## config.mk

```make
export PLATFORM = sky130hd
export DESIGN_NAME = argmax_stream
export DESIGN_NICKNAME = d
export VERILOG_FILES = /design/src/rtl/argmax_pkg.sv /design/src/rtl/cmp.sv /design/src/rtl/argmax_stream.sv
export SDC_FILE = /design/constraint.sdc
export NUM_CORES = 1
export LEC_CHECK = 0
export BUFFER_PORTS_ARGS = -buffer_cell sky130_fd_sc_hd__buf_2
export CAP_MARGIN = 20
export CELL_PAD_IN_SITES_DETAIL_PLACEMENT = 1
export CELL_PAD_IN_SITES_GLOBAL_PLACEMENT = 1
export CORE_UTILIZATION = 42
export DETAILED_ROUTE_END_ITERATION = 16
export PLACE_DENSITY_LB_ADDON = 0.1
export SYNTH_ARGS = -nofsm -noshare
export SYNTH_HDL_FRONTEND = slang
export SYNTH_SLANG_ARGS = --single-unit
export TNS_END_PERCENT = 1
```

## constraint.sdc

```tcl
create_clock -name clk -period 2.2 [get_ports clk]
set_input_delay 0.11 -clock clk [delete_from_list [all_inputs] [get_ports clk]]
set_output_delay 0.11 -clock clk [all_outputs]
set_load 0.01 [all_outputs]
```

## src/rtl/argmax_pkg.sv

```systemverilog
// Shared types and constants for the streaming argmax front-end.
package argmax_pkg;

    localparam int unsigned DATA_W = 8;
    localparam int unsigned MAX_IDX_W = 8;

    typedef enum logic [1:0] {
        IDLE  = 2'd0,
        ACCUM = 2'd1,
        DONE  = 2'd2
    } state_t;

    // Frame result as presented downstream; idx sized for the largest legal frame.
    typedef struct packed {
        logic [DATA_W-1:0]    max;
        logic [MAX_IDX_W-1:0] idx;
    } result_t;

    // Index width for a frame of n samples; a single-sample frame still gets one bit.
    function automatic int unsigned idx_width(input int unsigned n);
        if (n > 1) begin
            return int'($clog2(n));
        end
        return 1;
    endfunction

endpackage

```

## src/rtl/cmp.sv

```systemverilog
// Library two-input unsigned comparator: lower when num0 < num1, res is the larger operand.
module cmp
    import argmax_pkg::*;
(
    input  logic [DATA_W-1:0] num0,
    input  logic [DATA_W-1:0] num1,
    output logic              lower,
    output logic [DATA_W-1:0] res
);

    assign lower = (num0 < num1);
    assign res   = lower ? num1 : num0;

endmodule

```

## src/rtl/argmax_stream.sv

```systemverilog
// Frame-based streaming argmax: accepts N samples, then holds {max, index} until taken.
module argmax_stream
    import argmax_pkg::*;
#(
    parameter int unsigned N     = 8,
    parameter int unsigned IDX_W = idx_width(N)
) (
    input  logic              clk,
    input  logic              rst,
    input  logic [DATA_W-1:0] in_data,
    input  logic              in_valid,
    output logic              in_ready,
    output logic [DATA_W-1:0] out_max,
    output logic [IDX_W-1:0]  out_idx,
    output logic              out_valid,
    input  logic              out_ready
);

    localparam int unsigned CNT_W = IDX_W + 1;
    localparam logic [CNT_W-1:0] LAST_CNT = CNT_W'(N - 1);

    state_t            state_q, state_d;
    logic [CNT_W-1:0]  cnt_q, cnt_d;
    logic [DATA_W-1:0] run_max_q, run_max_d;
    logic [IDX_W-1:0]  run_idx_q, run_idx_d;
    logic              in_ready_q, in_ready_d;
    logic              out_valid_q, out_valid_d;
    logic [DATA_W-1:0] out_max_q, out_max_d;
    logic [IDX_W-1:0]  out_idx_q, out_idx_d;

    logic              cmp_lower;
    logic [DATA_W-1:0] cmp_res;
    logic              in_xfer;
    logic              out_xfer;

    cmp u_cmp (
        .num0  (run_max_q),
        .num1  (in_data),
        .lower (cmp_lower),
        .res   (cmp_res)
    );

    assign in_xfer  = in_valid & in_ready_q;
    assign out_xfer = out_valid_q & out_ready;

    // Next-state and datapath; ready/valid are registered from the next state.
    always_comb begin
        state_d   = state_q;
        cnt_d     = cnt_q;
        run_max_d = run_max_q;
        run_idx_d = run_idx_q;

        unique case (state_q)
            IDLE: begin
                if (in_xfer) begin
                    run_max_d = in_data;
                    run_idx_d = '0;
                    cnt_d     = CNT_W'(1);
                    state_d   = (N == 1) ? DONE : ACCUM;
                end
            end
            ACCUM: begin
                if (in_xfer) begin
                    // Strict greater-than only: ties keep the earlier index.
                    if (cmp_lower) begin
                        run_max_d = cmp_res;
                        run_idx_d = cnt_q[IDX_W-1:0];
                    end
                    cnt_d = cnt_q + CNT_W'(1);
                    if (cnt_q == LAST_CNT) begin
                        state_d = DONE;
                    end
                end
            end
            DONE: begin
                if (out_xfer) begin
                    state_d = IDLE;
                    cnt_d   = '0;
                end
            end
            default: begin
                state_d = IDLE;
            end
        endcase

        in_ready_d  = (state_d != DONE);
        out_valid_d = (state_d == DONE);
        out_max_d   = (state_d == DONE) ? run_max_d : out_max_q;
        out_idx_d   = (state_d == DONE) ? run_idx_d : out_idx_q;
    end

    always_ff @(posedge clk) begin
        if (rst) begin
            state_q     <= IDLE;
            cnt_q       <= '0;
            run_max_q   <= '0;
            run_idx_q   <= '0;
            in_ready_q  <= 1'b1;
            out_valid_q <= 1'b0;
            out_max_q   <= '0;
            out_idx_q   <= '0;
        end else begin
            state_q     <= state_d;
            cnt_q       <= cnt_d;
            run_max_q   <= run_max_d;
            run_idx_q   <= run_idx_d;
            in_ready_q  <= in_ready_d;
            out_valid_q <= out_valid_d;
            out_max_q   <= out_max_d;
            out_idx_q   <= out_idx_d;
        end
    end

    assign in_ready  = in_ready_q;
    assign out_valid = out_valid_q;
    assign out_max   = out_max_q;
    assign out_idx   = out_idx_q;

endmodule
```

==> impl_results.md <==
- Status: completed
- Post-Place Cell Area: approximately 0.0021 mm^2
- DR iter-0 viols: 128
- Layout cells sized above 1: around 30%
- Vias per cell: just over 6
- Combinational Power Share: between 20 and 30%
- Most used cell, CP: a211oi_1
- Max Fclk: around 460 MHz
- CTS tree: yes
- HPWL Detailed: 3970 um
- Slew Limit Fails: 0
- Count of final setup violators: 0
- Seq pwr share: a little over two fifths
- Initial antenna violation count: 0
- WP data required: 2400 ps
- P&R area growth vs syn: 22.4%
- CTS max path bufs: 2
- Hold Crit Depth: 5
- # clock sinks: 30
- Cells after Synth: about 230
- Min Tclk post-route: between 2000 and 2500 ps
- H-tree depth: 2
- Yosys reg bits: 30
- Largest net degree at the start of global routing: 29
- Design area: between 0.002 and 0.0025 mm^2
- First-pass GRT wire length: around 8600 um
- Post-layout util: about 55%
- Crit. path cell count: 7
- Worst vdd ir: 0.400 mV
- Antenna cells: 0
- DR DRC count: 0
- DR vias: 1,846
- CP max-delay cell: a211oi_1
- Bufs and invs on worst path: 1
- Power Density: around 630 mW/mm^2
- Internal: 0.949 mW
- Psw: roughly 0.48 mW
- Die ar.: ~0.0047 mm^2
- Net count, final: ~280
- Mapped Avg Cell Area: roughly 8.2 um^2
- Sequential fraction of the synthesis area: 32.4%
- FP Rows: 23
- IO Pins: 25
- Antenna viol nets, final: 0
- Vias in the first global route: between 1,500 and 2,000
- Clock group share of total power: between 30% and 40%
- Reg2reg path depth: 7
- Post-CTS Setup Inserts: 0
- Crit start category: flip-flop
- Critical Path, Cell by Cell: ha_1, a211oi_1, o211ai_1, buf_4, a211oi_1, a311oi_4, a211oi_2
- Top Family by Delay on Critical Path: compound AO/OA/AOI/OAI gates
- Crit end category: flip-flop
- Worst-margin pin slew: slightly above 600 ps
- Max-cap violations: 0
- Syn. warnings: 0
- Net Count, Synth: approximately 250
- Port Buffers: 24
- CTS clock-pin slew for the worst setup and hold paths: 70 ps
- Period Utilization, post-route: between 90% and 100%
- Slowest stage delay, CP: 410 ps
- Root Driver: clkbuf_8
- Drt total wl: 5700 um
- DRT Pass-1 Iters: 4
- Core footprint: about 0.0041 mm^2
- Post-synth cell types: 33
- Routed len/inst: approximately 19 um
- CTS Hold Bufs: 0
- Final GP Congestion: 0.832
- Synth Cell Area: about 0.0019 mm^2
- Total congestion overflow: 0
- Crit Path Class: flip-flop to flip-flop
- Worst Skew: 11.0 ps
- Worst-Skew Late Latency: 290 ps
- Starting Density: ~45%
- Gr usage total: between 20% and 30%
- Sw Share: 33.4%
- Crit-path max FO: 11
- WP data arrival: around 2400 ps
- Chip Height: a little under 70 um
- Worst min path class: input port to flip-flop
- Total power: about 1.4 mW
- Die width: just under 70 um
- P_leak: ~0.9 nW
- Fin. Hold Viols: 0
- Filler instances: ~500
- Slew HR: about 60%
- Cts bufs inserted: 5
## worst paths after layout
path | from | to | slack [ps]
setup / recovery | run_max_q[5] | out_max[1] | 30
hold / removal | in_data[2] | run_max_q[2] | 310
setup reg to reg | run_max_q[5] | out_max[1] | 30
hold reg to reg | cnt_q[3] | cnt_q[3] | 510
## through the flow
stage / hold WS, ps / cells / setup TNS, ps / worst slack, ps
floorplan: 392 / 225 / 0 / 309
global placement: 463 / 296 / 0 / 81.1
detailed placement: 491 / 296 / 0 / 54.6
CTS: 272 / 304 / 0 / 3.39
global route: 335 / 304 / -159 / -65.9
finish: 305 / 304 / 0 / 31.9
## synthesized netlist by cell type (all sizes together)
library cell	number	area, um^2
dfxtp	30	601
nand3	26	130
a211oi	24	230
nand2	24	90.1
nor2	21	78.8
a21oi	16	80.1
inv	13	48.8
ha	12	150
a311oi	10	144
buf	8	46.3
clkbuf	8	30.0
o21ai	7	35.0
and2	6	37.5
nor2b	3	18.8
a21boi	2	15.0
a21o	2	15.0
o211ai	2	15.0
or4	2	15.0
a221o	1	10.0
a221oi	1	8.76
nand3b	1	7.51
nand4	1	6.26
nand4b	1	8.76
nor3	1	5.00
o32a	1	10.0
or2	1	6.26
or3b	1	8.76
## power by group through the flow
stage | Combinational [mW] | Clock, mW | Sequential [mW]
global route | 0.400 | 0.486 | 0.598
CTS | 0.319 | 0.473 | 0.591
global placement | 0.302 | 0 | 0.600
finish | 0.369 | 0.458 | 0.597
floorplan | 0.215 | 0 | 0.593
detailed placement | 0.317 | 0 | 0.603
## layout by cell type (no fill, tap or decap), drive strengths merged, types with 2 or more instances in the layout
master,netlist,final
nor2b,3,3
or4,2,2
clkbuf,8,7
a21o,2,2
a21boi,2,2
ha,12,12
a21oi,16,16
and2,6,6
buf,8,37
o21ai,7,7
inv,13,13
nand2,24,24
o211ai,2,2
nand3,26,26
nor2,21,21
dfxtp,30,30
a211oi,24,24
a311oi,10,10
## registers in the layout, summed over array words and instances, names as in the netlist
register / cells
out_max: 8
run_max_q: 8
cnt_q: 4
out_idx: 3
run_idx_q: 3
state_q: 2
in_ready: 1
out_valid: 1
## metal layers
metal / vias up / track usage (%) / share of wire, %
li1: 874 / - / -
met4: 0 / 7.03 / 0.28
met5: - / 0 / 0
met2: 46 / 39.7 / 48
met1: 924 / 34.7 / 48
met3: 2 / 5.33 / 3.4
## tightest hold or removal path, stage by stage
cell	delay [ps]
buf_2	100
nand3_1	70
nand3_1	120
a311oi_4	60
nor2_1	80
## final cells by class
| type | instances | area [um^2] | area share, % |
|---|---|---|---|
| Clock inverter | 1 | 5.00 | 0.221 |
| Clock buffer | 7 | 86.3 | 3.81 |
| Timing Repair Buffer | 37 | 218 | 9.60 |
| Tap cell | 50 | 62.6 | 2.76 |
| Multi-Input combinational cell | 166 | 1240 | 54.9 |
| Sequential cell | 30 | 603 | 26.6 |
| Inverter | 13 | 48.8 | 2.15 |
## cell families after synthesis
kind of cell | synth area share (%)
simple gates | 22.3
flops | 32.4
compound gates | 30.4
buf+inv | 6.76
fa+ha+maj | 8.11
## repair_timing
action,in CTS,in global routing
resized for setup,0,22
setup endpoints to repair,0,17
endpoints found under the hold margin,0,0
(Power assumes the default switching activity.)
